==> config.mk <==
export PLATFORM = sky130hd
export DESIGN_NAME = modport_ctrl
export DESIGN_NICKNAME = d
export VERILOG_FILES = /design/src/rtl/modport_ctrl.sv
export SDC_FILE = /design/constraint.sdc
export NUM_CORES = 1
export LEC_CHECK = 0
export BUFFER_PORTS_ARGS = -buffer_cell sky130_fd_sc_hd__buf_2
export CAP_MARGIN = 20
export CORE_MARGIN = 2
export CORE_UTILIZATION = 40
export CTS_CLUSTER_SIZE = 40
export DETAILED_ROUTE_END_ITERATION = 8
export HOLD_SLACK_MARGIN = 0.15
export SLEW_MARGIN = 20
export SYNTH_ARGS = -nofsm -noshare
export SYNTH_HDL_FRONTEND = slang
export SYNTH_SLANG_ARGS = --single-unit
==> constraint.sdc <==
create_clock -name clk -period 1.94 [get_ports clk]
set_input_delay 0.097 -clock clk [delete_from_list [all_inputs] [get_ports clk]]
set_output_delay 0.097 -clock clk [all_outputs]
set_load 0.01 [all_outputs]
==> src/rtl/modport_ctrl.sv <==
// Two-road traffic-light controller: Moore FSM over a saturating phase counter.
// Street A is served first after reset; each green may yield only once its own sensor drops.
module modport_ctrl #(
  parameter int unsigned MIN_GREEN     = 1,
  parameter int unsigned YELLOW_CYCLES = 5,
  parameter int unsigned CNT_W         = 8
) (
  input  logic       clk,
  input  logic       rst,
  input  logic       ta,
  input  logic       tb,
  output logic [1:0] la,
  output logic [1:0] lb
);

  typedef enum logic [1:0] {S0 = 2'b00, S1 = 2'b01, S2 = 2'b10, S3 = 2'b11} state_e;

  localparam logic [1:0] Green  = 2'b00;
  localparam logic [1:0] Yellow = 2'b01;
  localparam logic [1:0] Red    = 2'b10;

  localparam logic [CNT_W-1:0] GreenLast  = CNT_W'(MIN_GREEN - 1);
  localparam logic [CNT_W-1:0] YellowLast = CNT_W'(YELLOW_CYCLES - 1);
  localparam logic [CNT_W-1:0] CntMax     = '1;

  state_e           state_q, state_d;
  logic [CNT_W-1:0] cnt_q, cnt_d;

  always_ff @(posedge clk or negedge rst) begin
    if (!rst) begin
      state_q <= S0;
      cnt_q   <= '0;
    end else begin
      state_q <= state_d;
      cnt_q   <= cnt_d;
    end
  end

  always_comb begin
    state_d = state_q;
    unique case (state_q)
      S0:      if (!ta && cnt_q >= GreenLast) state_d = S1;
      S1:      if (cnt_q == YellowLast) state_d = S2;
      S2:      if (!tb && cnt_q >= GreenLast) state_d = S3;
      S3:      if (cnt_q == YellowLast) state_d = S0;
      default: state_d = S0;
    endcase
  end

  // Counter measures time spent in the current phase; it never wraps so a
  // long-held green stays eligible to yield.
  always_comb begin
    cnt_d = cnt_q;
    if (state_d != state_q) begin
      cnt_d = '0;
    end else if (cnt_q != CntMax) begin
      cnt_d = cnt_q + 1'b1;
    end
  end

  always_comb begin
    la = Red;
    lb = Red;
    unique case (state_q)
      S0:      la = Green;
      S1:      la = Yellow;
      S2:      lb = Green;
      S3:      lb = Yellow;
      default: begin
        la = Red;
        lb = Red;
      end
    endcase
  end

endmodule

==> impl_results.md <==
- Outcome: completed
- R2r endpoint: cnt_q[5]
- Drc violations: 0
- Root buffer cell: clkbuf_4
- Yosys top cell area share: 0.429
- Mapped Nets: 66
- Final worst path period share: 0.776
- Setup TNS: 0 ns
- Slowest stage delay, CP: ~0.56 ns
- Setup CP Type: reg -> reg
- Post-Syn Area per Cell: approximately 9.7 sq um
- Max FO, Critical Path: 8
- Synth area leaders: dfrtp_1, a21oi_1, and2_1, a311oi_1, ha_1
- Cts repair resizes: 0
- Min-Delay Path Class: in -> reg
- Worst hold stages: 4
- Critical-path top delay cell: or4_4
- Post CTS Setup Buffer Count: 0
- Register area share after synthesis: 0.429
- YS warnings: 0
- First-pass GRT wire length: 2110 microns
- Crit path DAT: around 1.6 ns
- Insertion delay to the later sink of the worst-skew pair: about 0.26 ns
- CP Cell Sequence: or4_4 > o22ai_4 > a311oi_1
- TritonCTS Sinks: 10
- Clock buffer depth: 2
- Share of cells above drive strength 1: 0.225
- Post-route minimum period: 1.51 ns
- Leak: 0.290 nW
- Endpoints failing setup: 0
- Initial Utilization: 0.437
- Worst Tran Pin Value: 0.295 ns
- TritonCTS clock tree: done
- # rows: 13
- Overflow left after global routing: 0
- Pwr Density: 1320 nW/um^2
- DIE WIDTH: roughly 42 microns
- Type of origin of the critical path: flop
- Die Area: approximately 1800 sq um
- Vias: 499
- Hpwl dp: 843 microns
- Max_cap viols: 0
- Worst Reg2Reg Path Length in Cells: 3
- Headroom to the max-slew limit: 0.803
- Total Wirelength: 1190 microns
- Filler instances: about 120
- Hold Path End: state_q[0]
- Library cells used by synthesis: 27
- Hold Fails Final Rpt: 0
- Area Growth Syn to Fin: 15.9%
- VDD IR max: 0.419 mV
- Ant diodes: 0
- Cell Area, Synth: 583 sq um
- Reg2reg start: cnt_q[5]
- Yosys top cell by area: dfrtp_1
- DR pass1 iterations: 4
- Largest net degree at the start of global routing: 11
- Register-to-Register Setup Slack: 0.43 ns
- Initial antenna violation count: 0
- DIE HEIGHT: about 42 microns
- PnR worst setup slack: around 0.43 ns
- Worst-path clk slew: 0.06 ns
- Hold_buf cts: 2
- GRT Overall Usage: 0.157
- RSZ-0062 raised after global routing: no
- Fin nets: 79
- DP Worst Slack: 0.439 ns
- Element type at the critical path end: flop
- #FFs+latches synth: 10
- Worst hold start: tb
- Mean number of vias per cell: 5.80
- Final antenna-violating net count: 0
- I/O pins: 8
- Fmax: 0.664 GHz
- DR iter-0 viols: 18
- H-Tree Depth: 1
- Final Wtd Congestion: roughly 0.78
- Core footprint: between 1000 and 1500 sq um
- Port buffer count: 7
- Vias in the first global route: 473
- Avg WL per Cell: 13.8 microns
- Mapped Cells: 60
- Critical path data required time: 2.07 ns
- Setup Skew: 0.00104 ns
- CTS Buf Count: 3
- Fin. max-slew vios: 0
## how the worst max path moves through the flow
stage,startpoint,to,slack (ns),cells after the start
after global routing,cnt_q[1],cnt_q[5],0.33,4
after floorplan,cnt_q[5],cnt_q[2],0.54,3
after global placement,cnt_q[5],cnt_q[5],0.42,3
after detailed placement,cnt_q[5],cnt_q[5],0.44,3
after CTS,cnt_q[5],cnt_q[5],0.43,3
final,cnt_q[5],cnt_q[5],0.43,3
## worst max-delay path, delay by kind of cell (launching register included)
family | cells | cell delay, ns
and+or+nand+nor | 1 | 0.56
DFF | 1 | 0.44
AOI/OAI and AO/OA | 2 | 0.38
## report_power, final
group / internal (W) / total [W] / switching [W]
combinational: 0.000184 / 0.000385 / 0.000201
clock: 0.0000714 / 0.000136 / 0.0000650
sequential: 0.000280 / 0.000374 / 0.0000933
## cells in the final DEF, fill, tap and decap left out
| master | count |
|---|---|
| a211oi_1 | 1 |
| o32ai_1 | 1 |
| and3_2 | 1 |
| or4_4 | 1 |
| and4_1 | 1 |
| or3_1 | 1 |
| nand4_1 | 1 |
| clkbuf_4 | 3 |
| nor2_1 | 2 |
| nand4b_1 | 1 |
| nand2_1 | 2 |
| nand3_1 | 3 |
| ha_1 | 2 |
| o21ai_0 | 3 |
| and2_1 | 5 |
| nor3_2 | 1 |
| dlygate4sd3_1 | 2 |
| xnor2_1 | 1 |
| a21oi_1 | 7 |
| a31oi_1 | 2 |
| and2_2 | 1 |
| nor2b_1 | 1 |
| buf_2 | 7 |
| dfrtp_1 | 10 |
| a311oi_1 | 3 |
| and3_1 | 1 |
| inv_1 | 5 |
| o22ai_4 | 1 |
| mux2_2 | 1 |
## flip-flops by register name, indices dropped and copies added (netlist names)
signal and flops:
cnt_q 8, state_q 2
## metal layers
| metal | part of all wire | up-vias | global-route usage |
|---|---|---|---|
| met2 | 0.47 | 18 | 0.243 |
| met3 | 0.052 | 2 | 0.0388 |
| met5 | 0 | - | 0 |
| li1 | - | 250 | - |
| met4 | 0.010 | 0 | 0.0938 |
| met1 | 0.47 | 229 | 0.196 |
## through the flow
stage	total power, W	util	hold slack (ns)	area (sq um)	instances
final	0.000895	0.507	0.189	676	86
after global routing	0.000982	0.507	0.216	676	86
after CTS	0.000907	0.507	0.192	676	86
after detailed placement	0.000760	0.475	-0.0291	633	81
after global placement	0.000754	0.475	-0.0295	633	81
after floorplan	0.000653	-	-0.199	583	60
## synth_stat cells, drive strengths merged
library cell,instances
a211oi,1
a21oi,7
a311oi,3
a31oi,2
and2,6
and3,2
and4,1
clkbuf,1
dfrtp,10
ha,2
inv,5
mux2,1
nand2,2
nand3,3
nand4,1
nand4b,1
nor2,2
nor2b,1
nor3,1
o21ai,3
o22ai,1
o32ai,1
or3,1
or4,1
xnor2,1
## cell type report
type                            instances  area, sq um  share of cell area
Multi-Input combinational cell         44          310               0.459
Timing Repair Buffer                    9         55.1              0.0815
Inverter                                5         18.8              0.0278
Tap cell                               15         18.8              0.0278
Sequential cell                        10          250               0.370
Clock buffer                            3         22.5              0.0333
## kinds of logic after synthesis
family	Yosys count	share of synthesized area
and+or+nand+nor	22	0.240
AOI/OAI and AO/OA	18	0.215
DFF	10	0.429
buffers and inverters	6	0.0386
adders and majority gates	2	0.0429
xor gates and xnor gates	1	0.0150
muxes	1	0.0193
No activity file was read; power rests on OpenSTA's default activity.
